[src/rtl/lpc_pkg.sv]
// Shared types and constants for the LPC analysis chain.
// Holds the frame-sequencer state encoding and the memory geometry.
package lpc_pkg;

  localparam int LPC_ORDER = 10;
  localparam int COEF_AW   = 10;
  localparam int R_AW      = 11;
  localparam int DATA_W    = 32;

  typedef enum logic [2:0] {
    ST_IDLE,
    ST_AC_RUN,
    ST_LEV_RUN,
    ST_RD_ADDR,
    ST_RD_WAIT,
    ST_RD_OUT
  } lpc_state_e;

  // States in which the sequencer owns the coefficient read address.
  function automatic logic is_readout(input lpc_state_e s);
    return (s == ST_RD_ADDR) || (s == ST_RD_WAIT) || (s == ST_RD_OUT);
  endfunction

endpackage

[src/rtl/lpc_watchdog.sv]
// Saturating cycle counter with synchronous clear and count enable.
// expired is high while the count sits at LIMIT-1.
module lpc_watchdog #(
  parameter int LIMIT = 65535
) (
  input  logic clk,
  input  logic reset,
  input  logic clr,
  input  logic en,
  output logic expired
);

  localparam int CW = (LIMIT > 1) ? $clog2(LIMIT) : 1;
  localparam logic [CW-1:0] LAST = CW'(LIMIT - 1);

  logic [CW-1:0] cnt_q, cnt_d;

  always_comb begin
    cnt_d = cnt_q;
    if (clr) begin
      cnt_d = '0;
    end else if (en && (cnt_q != LAST)) begin
      cnt_d = cnt_q + 1'b1;
    end
  end

  always_ff @(posedge clk) begin
    if (reset) begin
      cnt_q <= '0;
    end else begin
      cnt_q <= cnt_d;
    end
  end

  assign expired = (cnt_q == LAST);

endmodule

[src/rtl/lpc_frame_sequencer.sv]
// Frame scheduler: autocorrelation -> Levinson-Durbin -> coefficient readout.
// Owns the coefficient-memory read address and gates the Levinson reset.
module lpc_frame_sequencer
  import lpc_pkg::*;
#(
  parameter int ORDER   = LPC_ORDER,
  parameter int TIMEOUT = 65535,
  parameter int FCNT_W  = 16
) (
  input  logic               clk,
  input  logic               reset,
  input  logic               frame_start,
  output logic               busy,
  output logic               ac_start,
  input  logic               ac_done,
  output logic               lev_reset,
  input  logic               lev_ready,
  input  logic [COEF_AW-1:0] lev_a_rsel,
  output logic [COEF_AW-1:0] a_rsel,
  input  logic [DATA_W-1:0]  a_r,
  output logic               out_valid,
  input  logic               out_ready,
  output logic [DATA_W-1:0]  out_data,
  output logic               out_last,
  output logic               overrun,
  output logic               timeout_err,
  output logic [FCNT_W-1:0]  frame_cnt
);

  localparam logic [COEF_AW-1:0] LAST_IDX = COEF_AW'(ORDER);

  lpc_state_e          state_q, state_d;
  logic [COEF_AW-1:0]  idx_q, idx_d;
  logic [DATA_W-1:0]   out_data_q, out_data_d;
  logic [FCNT_W-1:0]   frame_cnt_q, frame_cnt_d;
  logic                overrun_q, overrun_d;
  logic                timeout_q, timeout_d;
  logic                ac_start_q, ac_start_d;
  logic                lev_seen_q, lev_seen_d;
  logic                wd_clr, wd_en, wd_expired;

  lpc_watchdog #(
    .LIMIT (TIMEOUT)
  ) u_watchdog (
    .clk     (clk),
    .reset   (reset),
    .clr     (wd_clr),
    .en      (wd_en),
    .expired (wd_expired)
  );

  // Watchdog restarts on every state entry and only counts in the two run states.
  assign wd_clr = (state_q == ST_IDLE) || (state_d != state_q);
  assign wd_en  = (state_q == ST_AC_RUN) || (state_q == ST_LEV_RUN);

  always_comb begin
    state_d     = state_q;
    idx_d       = idx_q;
    out_data_d  = out_data_q;
    frame_cnt_d = frame_cnt_q;
    overrun_d   = overrun_q || (frame_start && (state_q != ST_IDLE));
    timeout_d   = timeout_q;
    ac_start_d  = 1'b0;
    lev_seen_d  = 1'b0;

    case (state_q)
      ST_IDLE: begin
        if (frame_start) begin
          state_d    = ST_AC_RUN;
          ac_start_d = 1'b1;
        end
      end
      ST_AC_RUN: begin
        if (ac_done) begin
          state_d = ST_LEV_RUN;
        end else if (wd_expired) begin
          state_d   = ST_IDLE;
          timeout_d = 1'b1;
        end
      end
      ST_LEV_RUN: begin
        // lev_ready may be stale from the previous datapath run on entry.
        lev_seen_d = 1'b1;
        if (lev_seen_q && lev_ready) begin
          state_d = ST_RD_ADDR;
          idx_d   = '0;
        end else if (wd_expired) begin
          state_d   = ST_IDLE;
          timeout_d = 1'b1;
        end
      end
      ST_RD_ADDR: begin
        state_d = ST_RD_WAIT;
      end
      ST_RD_WAIT: begin
        out_data_d = a_r;
        state_d    = ST_RD_OUT;
      end
      ST_RD_OUT: begin
        if (out_ready) begin
          if (idx_q == LAST_IDX) begin
            frame_cnt_d = frame_cnt_q + 1'b1;
            state_d     = ST_IDLE;
          end else begin
            idx_d   = idx_q + 1'b1;
            state_d = ST_RD_ADDR;
          end
        end
      end
      default: begin
        state_d = ST_IDLE;
      end
    endcase
  end

  always_ff @(posedge clk) begin
    if (reset) begin
      state_q     <= ST_IDLE;
      idx_q       <= '0;
      out_data_q  <= '0;
      frame_cnt_q <= '0;
      overrun_q   <= 1'b0;
      timeout_q   <= 1'b0;
      ac_start_q  <= 1'b0;
      lev_seen_q  <= 1'b0;
    end else begin
      state_q     <= state_d;
      idx_q       <= idx_d;
      out_data_q  <= out_data_d;
      frame_cnt_q <= frame_cnt_d;
      overrun_q   <= overrun_d;
      timeout_q   <= timeout_d;
      ac_start_q  <= ac_start_d;
      lev_seen_q  <= lev_seen_d;
    end
  end

  always_comb begin
    a_rsel = '0;
    if (state_q == ST_LEV_RUN) begin
      a_rsel = lev_a_rsel;
    end else if (is_readout(state_q)) begin
      a_rsel = idx_q;
    end
  end

  assign busy        = (state_q != ST_IDLE);
  assign ac_start    = ac_start_q;
  assign lev_reset   = (state_q != ST_LEV_RUN);
  assign out_valid   = (state_q == ST_RD_OUT);
  assign out_data    = out_data_q;
  assign out_last    = (state_q == ST_RD_OUT) && (idx_q == LAST_IDX);
  assign overrun     = overrun_q;
  assign timeout_err = timeout_q;
  assign frame_cnt   = frame_cnt_q;

endmodule
[config.mk]
export PLATFORM = sky130hd
export DESIGN_NAME = lpc_frame_sequencer
export DESIGN_NICKNAME = d
export VERILOG_FILES = /design/src/rtl/lpc_pkg.sv /design/src/rtl/lpc_watchdog.sv /design/src/rtl/lpc_frame_sequencer.sv
export SDC_FILE = /design/constraint.sdc
export NUM_CORES = 1
export LEC_CHECK = 0
export ABC_AREA = 1
export BUFFER_PORTS_ARGS = -buffer_cell sky130_fd_sc_hd__buf_4
export CORE_MARGIN = 2
export CORE_UTILIZATION = 57
export DETAILED_ROUTE_END_ITERATION = 8
export GPL_ROUTABILITY_DRIVEN = 1
export HOLD_SLACK_MARGIN = 0.05
export PLACE_DENSITY = 0.86
export SYNTH_ARGS = -nofsm -noshare
export SYNTH_HDL_FRONTEND = slang
export SYNTH_SLANG_ARGS = --single-unit
[constraint.sdc]
create_clock -name clk -period 4.9 [get_ports clk]
set_clock_uncertainty 0.15 [all_clocks]
set_input_delay 0.49 -clock clk [delete_from_list [all_inputs] [get_ports clk]]
set_output_delay 0.49 -clock clk [all_outputs]
set_load 0.02 [all_outputs]
## Yosys cells after proc, flatten, opt, wreduce, memory -nomap -nowiden

Index checks and enable logic that the tools add are counted.

- Register bits after elaboration: 81
- Bits in latches: 0
- Bits in writable memories: 0
- Bits in read-only memories: 0
- Input port bits: 48
- Output and inout port bits: 65
- Word-level logic and storage cells: 65
- Memories kept: 0

- Add/sub/neg operators: 3
- Multiply operators: 0
- Div/mod/pow operators: 0
- $lt $le $gt $ge: 0
- Equality and inequality tests: 15
- Shift operators: 0
- Multiplexer cells: 19
- Bitwise gates (word level): 1
- Reduce and logical (&&, ||, !) cells: 18

Operators with widths:

| cell | count |
|---|---|
| 10-bit 2-to-1 mux | 5 |
| 16-bit by 1-bit adder with 16-bit output (second input constant) | 2 |
| 10-bit case mux with 2 select lines | 1 |
| 3-bit case mux with 6 select lines | 1 |
| 16-bit == test (second input constant) | 1 |
| 16-bit != test (second input constant) | 1 |
| 3-bit 2-to-1 mux | 5 |
| 10-bit by 1-bit adder with 10-bit output (second input constant) | 1 |
| 10-bit by 4-bit == test with 1-bit output (second input constant) | 1 |
| 2-bit != test (second input constant) | 4 |
| 3-bit by 2-bit == test with 1-bit output (second input constant) | 2 |
| 3-bit == test (second input constant) | 2 |
| 3-bit AND reduction | 2 |
| 1-bit logical OR | 5 |
| 1-bit 2-to-1 mux | 5 |
| 1-bit logical AND | 4 |
| 4-bit AND reduction | 1 |
| 2-bit nonzero test | 2 |
| 2-bit OR reduction | 2 |
| 3-bit by 1-bit == test with 1-bit output (second input constant) | 1 |
| 3-bit zero test | 1 |
| 3-bit by 2-bit != test with 1-bit output (second input constant) | 1 |
| 3-bit != test | 1 |
| 3-bit nonzero test | 1 |
| 4 further kinds | 4 |

## Depth between registers and ports, before layout

- Word-level depth: 7
- Mapped depth: 12
- Gate-level depth less buffers: 12

## Modules after synthesis

From an unflattened synthesis, not the netlist that was laid out.

- Cells, all modules: 632
- Area total of the unflattened synthesis: 4,162.7 um^2

Modules (own cells, without submodules):

| module | times used | cells an instance | area an instance (um^2) | seq. area each (um^2) |
|---|---|---|---|---|
| lpc_frame_sequencer | 1 | 477 | 3,144.3 | 1,301.2 |
| lpc_watchdog | 1 | 155 | 1,018.5 | 320.3 |

## Worst setup path before layout

Ideal clock, no wire load.

- Path type: register to output
- Start point: reg state_q[0]
- End point: out a_rsel[0]
- Arrival time: 1,469 ps
- Slack: 2,791 ps
- Stages on the path, launching flop included: 5
- Path through: dfxtp_1 > nand3_4 > inv_2 > nor2_1 > o21ai_0

RTL lines:

| item | line | source |
|---|---|---|
| start, declared | lpc_frame_sequencer.sv:32 | `lpc_state_e state_q, state_d;` |
| start signal, assigned | lpc_frame_sequencer.sv:127 | `state_q <= state_d;` |
| 3-bit == test | -- |  |
| via out_valid | lpc_frame_sequencer.sv:21 | `output logic out_valid,` |
| 1-bit logical OR | lpc_pkg.sv:21 | `return (s == ST_RD_ADDR) \|\| (s == ST_RD_WAIT) \|\| (s == ST_RD_OUT);` |
| 10-bit 2-to-1 mux | lpc_frame_sequencer.sv:142 | `end else if (is_readout(state_q)) begin` |
| 10-bit 2-to-1 mux | lpc_frame_sequencer.sv:140 | `if (state_q == ST_LEV_RUN) begin` |
| end, declared | lpc_frame_sequencer.sv:19 | `output logic [COEF_AW-1:0] a_rsel,` |

The timed path passes the listed nets, and every way through them passes these cells.

## Worst setup path after layout

- Start point: reg state_q[0]
- End point: out a_rsel[2]

- Cells in the longest elaborated chain, start to end: 5

RTL lines:

| item | line |
|---|---|
| 3-bit by 2-bit == test with 1-bit output / 3-bit == test (equally long branches) | lpc_pkg.sv:21 |
| 1-bit logical OR (2 in series) | lpc_pkg.sv:21 |
| 10-bit 2-to-1 mux | lpc_frame_sequencer.sv:142 |
| 10-bit 2-to-1 mux * | lpc_frame_sequencer.sv:140 |

Mark *: on every way between the ends. The rest lies on a longest branch, timed or not.

==> results.md <==
Flow run:
- The max-cap violation count is 0.

STA:
- The final hold violation count is 0.
- In the post-route analysis, the smallest setup slack over all paths is 2.08 ns.
- Derived from the worst setup path, the maximum achievable clock frequency is 355 MHz.
- The relative slew slack is 38.1%.
- The total of endpoints with negative setup slack in the final report is 0.
- Summed over all failing endpoints, the final setup total negative slack is 0 ns.
- Setup repair after global routing left no endpoint under its margin.
- The final number of max-transition violations was 0.
- The transition time at the pin with the least slew margin is 0.927 ns.
- The final critical path time including I/O delays and setup is 2.82 ns.
- In the finished design, the share of the clock period the worst path needs comes to 57.5%.

Final layout:
- In the layout the commonest cells are nand2_1, nor2_1, buf_4.
- After filler insertion, the fill cell instance count of the layout stands at 598.
- The multi-input combinational cells in the finished layout cover a total of 2320 um^2.
- The leading cell type in the layout, fill and taps excluded is nand2_1.
- The number of nets in the final layout is 789.
- Of the cells placed in the final design, the portion with a size suffix greater than 1 is 24.6%.
- In the final layout, flip-flops and latches occupy 1620 um^2.
- Compared with the post-synthesis result, the final layout area differs by 24.6%.
- The count of antenna diodes in the layout is 0.
- After routing the design area is 5390 um^2.

Power and ir drop:
- The leakage power is 2.13 nW.
- The power per standard cell area is 250 nW/um^2.
- The peak supply drop is 0.000212 V.

Critical path:
- The largest single stage delay on the critical path is 0.52 ns.
- The number of buffers and inverters on the critical path is 1.
- STA classifies the critical path endpoint as a primary output.
- The worst-path cell with the longest stage delay is dfxtp_1.
- The startpoint identified for the worst register-to-register timing path is state_q[0].
- Walking the worst path, the cells encountered are nor2_2, nand2_4, o21ai_1, nor2_1, o21ai_0, buf_4.
- The signal arrival time at the worst endpoint is 2.18 ns.
- The most critical setup path has its startpoint at state_q[0].
- Data on the critical path is required at its endpoint by 4.26 ns.
- The kind of start point of the critical path is a flip-flop.
- The startpoint-to-endpoint class of the critical path is reg2out.
- The family with the most delay on the worst path is simple AND/OR/NAND/NOR gates.
- The maximum fanout encountered on the critical timing path is 34.

Yosys:
- Averaged over all synthesized cells, the footprint is 6.83 um^2.
- Synthesis produced 633 cells.
- Yosys mapped the design onto 36 distinct sky130hd cell types.
- After synthesis the cells add up to 4330 um^2.
- In this run, synthesis produced a sequential element count of 81.
- Counting every net in the synthesized netlist gives 686.
- The number of warning messages in the yosys log is 0.
- The share of the yosys chip area belonging to registers is 37.5%.

Die:
- The core region is 7290 um^2.
- The die is 91.1 um wide.
- From bottom edge to top edge, the die measures 91.1 um.
- The floorplan step defined a die boundary enclosing 8300 um^2.
- Pin placement for this block handled 113 I/O pins.
- The number of rows in the core area is 31.
- For this configuration, the core starts out at a cell density of 59.3%.

CTS:
- TritonCTS built the clock tree.
- Once the clock tree was built, the setup fixing pass inserted 0 buffers.
- The H-tree was split into 3 levels.
- After clock tree synthesis, the flow added hold-fix buffers numbering 0.
- The largest buffer count on any clock path is 2.
- The clock net sink count is 81.
- The clock reaches the later pin of the worst-skew pair after 0.35 ns.
- The number of gates resized after CTS is 0.
- Buffers inserted during clock tree synthesis total 9.
- The clock slew at the register clock pins of the worst setup and hold paths is 0.09 ns.
- The cell sitting at the root of the clock tree is a clkbuf_8.

GRT:
- The pin count of the biggest net entering global routing is 40.
- The via count of the first global-routing pass is 4162.
- The overflow left after global routing is 0.
- The first-pass GRT wire length is 18200 um.
- The number of antenna violations at the first check in global routing was 0.
- Global routing consumed, over all layers together, 26.2% of the routing resources.

Route:
- The number of iterations in the first detailed-routing pass is 6.
- The routed length per placed instance is 12.7 um.
- In this run the remaining antenna-violating nets after routing total 0.
- The remaining design rule violation count is 0.
- The wire length reported by the detailed router is 10700 um.
- After detailed routing, the number of vias per cell comes to 5.17.
- For this block, the via count after detailed routing is 4340.
- The first-iteration detailed-routing DRC count is 238.

Place:
- The final RePlAce weighted congestion is 0.933.
- The wire-length estimate of the detail-placed layout is 7690 um.
- OpenSTA, run right after detailed placement, puts the worst setup slack at 2.43 ns.
- The number of I/O port buffers is 112.
- Summing all placed instances gives a cell area of 5180 um^2.

Outcome:
- The flow ran to the end, and the final reports show no timing, DRC or antenna violations.

Hold path:
- The start point of the worst hold path is a_r[19].
- The worst min-delay path class is in2reg.
==> metal layers <==
metal | vias to the layer above | wire, um | track usage [%]
li1 | 2228 | - | -
met3 | 24 | 786 | 5.98
met1 | 1935 | 4560 | 31.7
met5 | - | 0 | 0
met4 | 0 | 214 | 9.09
met2 | 153 | 5100 | 45.6
==> cell families (layout without fill, tap and decap cells) <==
family                   Yosys count  count (layout)  synth area share [%]
AND/OR/NAND/NOR                  346             346                  38.2
flip-flops                        81              81                  37.5
buffers and inverters             94             202                  8.97
XOR/XNOR                          15              15                  3.04
AO/OA/AOI/OAI                     92              92                  10.9
adder cells (fa/ha/maj)            5               5                  1.45
==> synthesized netlist by cell type, drive strengths merged <==
library cell  count  area share, %
nand2           135             13
nor2            122             12
dfxtp            81             37
inv              73            6.3
o21ai            61            7.1
nor3             35            5.7
nand3            34            5.0
a21oi            28            3.2
clkbuf           14            1.2
nand4            13            1.9
xor2             10            2.0
buf               6            1.3
ha                5            1.4
xnor2             5            1.0
and2              2           0.29
nor3b             2           0.35
nor4              2           0.29
a21boi            1           0.17
a31oi             1           0.14
clkinv            1          0.087
o21bai            1           0.17
or2               1           0.14
==> state kept, by name, indices dropped and copies added, names as in the netlist <==
name / flops
ac_start: 1
frame_cnt: 16
idx_q: 10
lev_seen_q: 1
out_data: 32
overrun: 1
state_q: 3
timeout_err: 1
u_watchdog.cnt_q: 16
==> area by class of cell <==
class,instances,area share (%)
clock buffer,10,2.55
inverter,74,5.15
clock inverter,6,1.37
sequential,81,30.1
multi-input combinational,458,43.0
tap,99,2.30
timing repair buffer,112,15.6
==> worst min-delay path, stage by stage <==
cell and delay (ns):
buf_4 0.07, o21ai_0 0.07, nor2_1 0.07
==> through the flow <==
stage | power [mW] | instances | util (%) | hold slack [ns]
final | 1.35 | 840 | 73.9 | 0.233
after detailed placement | 0.845 | 824 | 71.0 | 0.298
after global placement | 0.842 | 824 | 71.0 | 0.294
after CTS | 1.35 | 840 | 73.9 | 0.228
after global routing | 1.40 | 840 | 73.9 | 0.234
after floorplan | 0.792 | 633 | - | 0.315
==> worst paths after layout <==
path	slack, ns	end	cells past startpoint
worst max-delay path	2.08	a_rsel[2]	6
worst min-delay path	0.23	out_data[19]	3
worst max register to register	2.55	u_watchdog.cnt_q[7]	9
worst min register to register	0.31	timeout_err	2
==> where the power goes <==
group / switching (mW) / internal [mW] / leakage (nW) / total [mW]
registers: 0.00717 / 0.666 / 0.653 / 0.673
logic: 0.0968 / 0.0602 / 1.38 / 0.157
clock network: 0.261 / 0.257 / 0.101 / 0.518
Note: power is estimated with default switching activity, not from simulation.
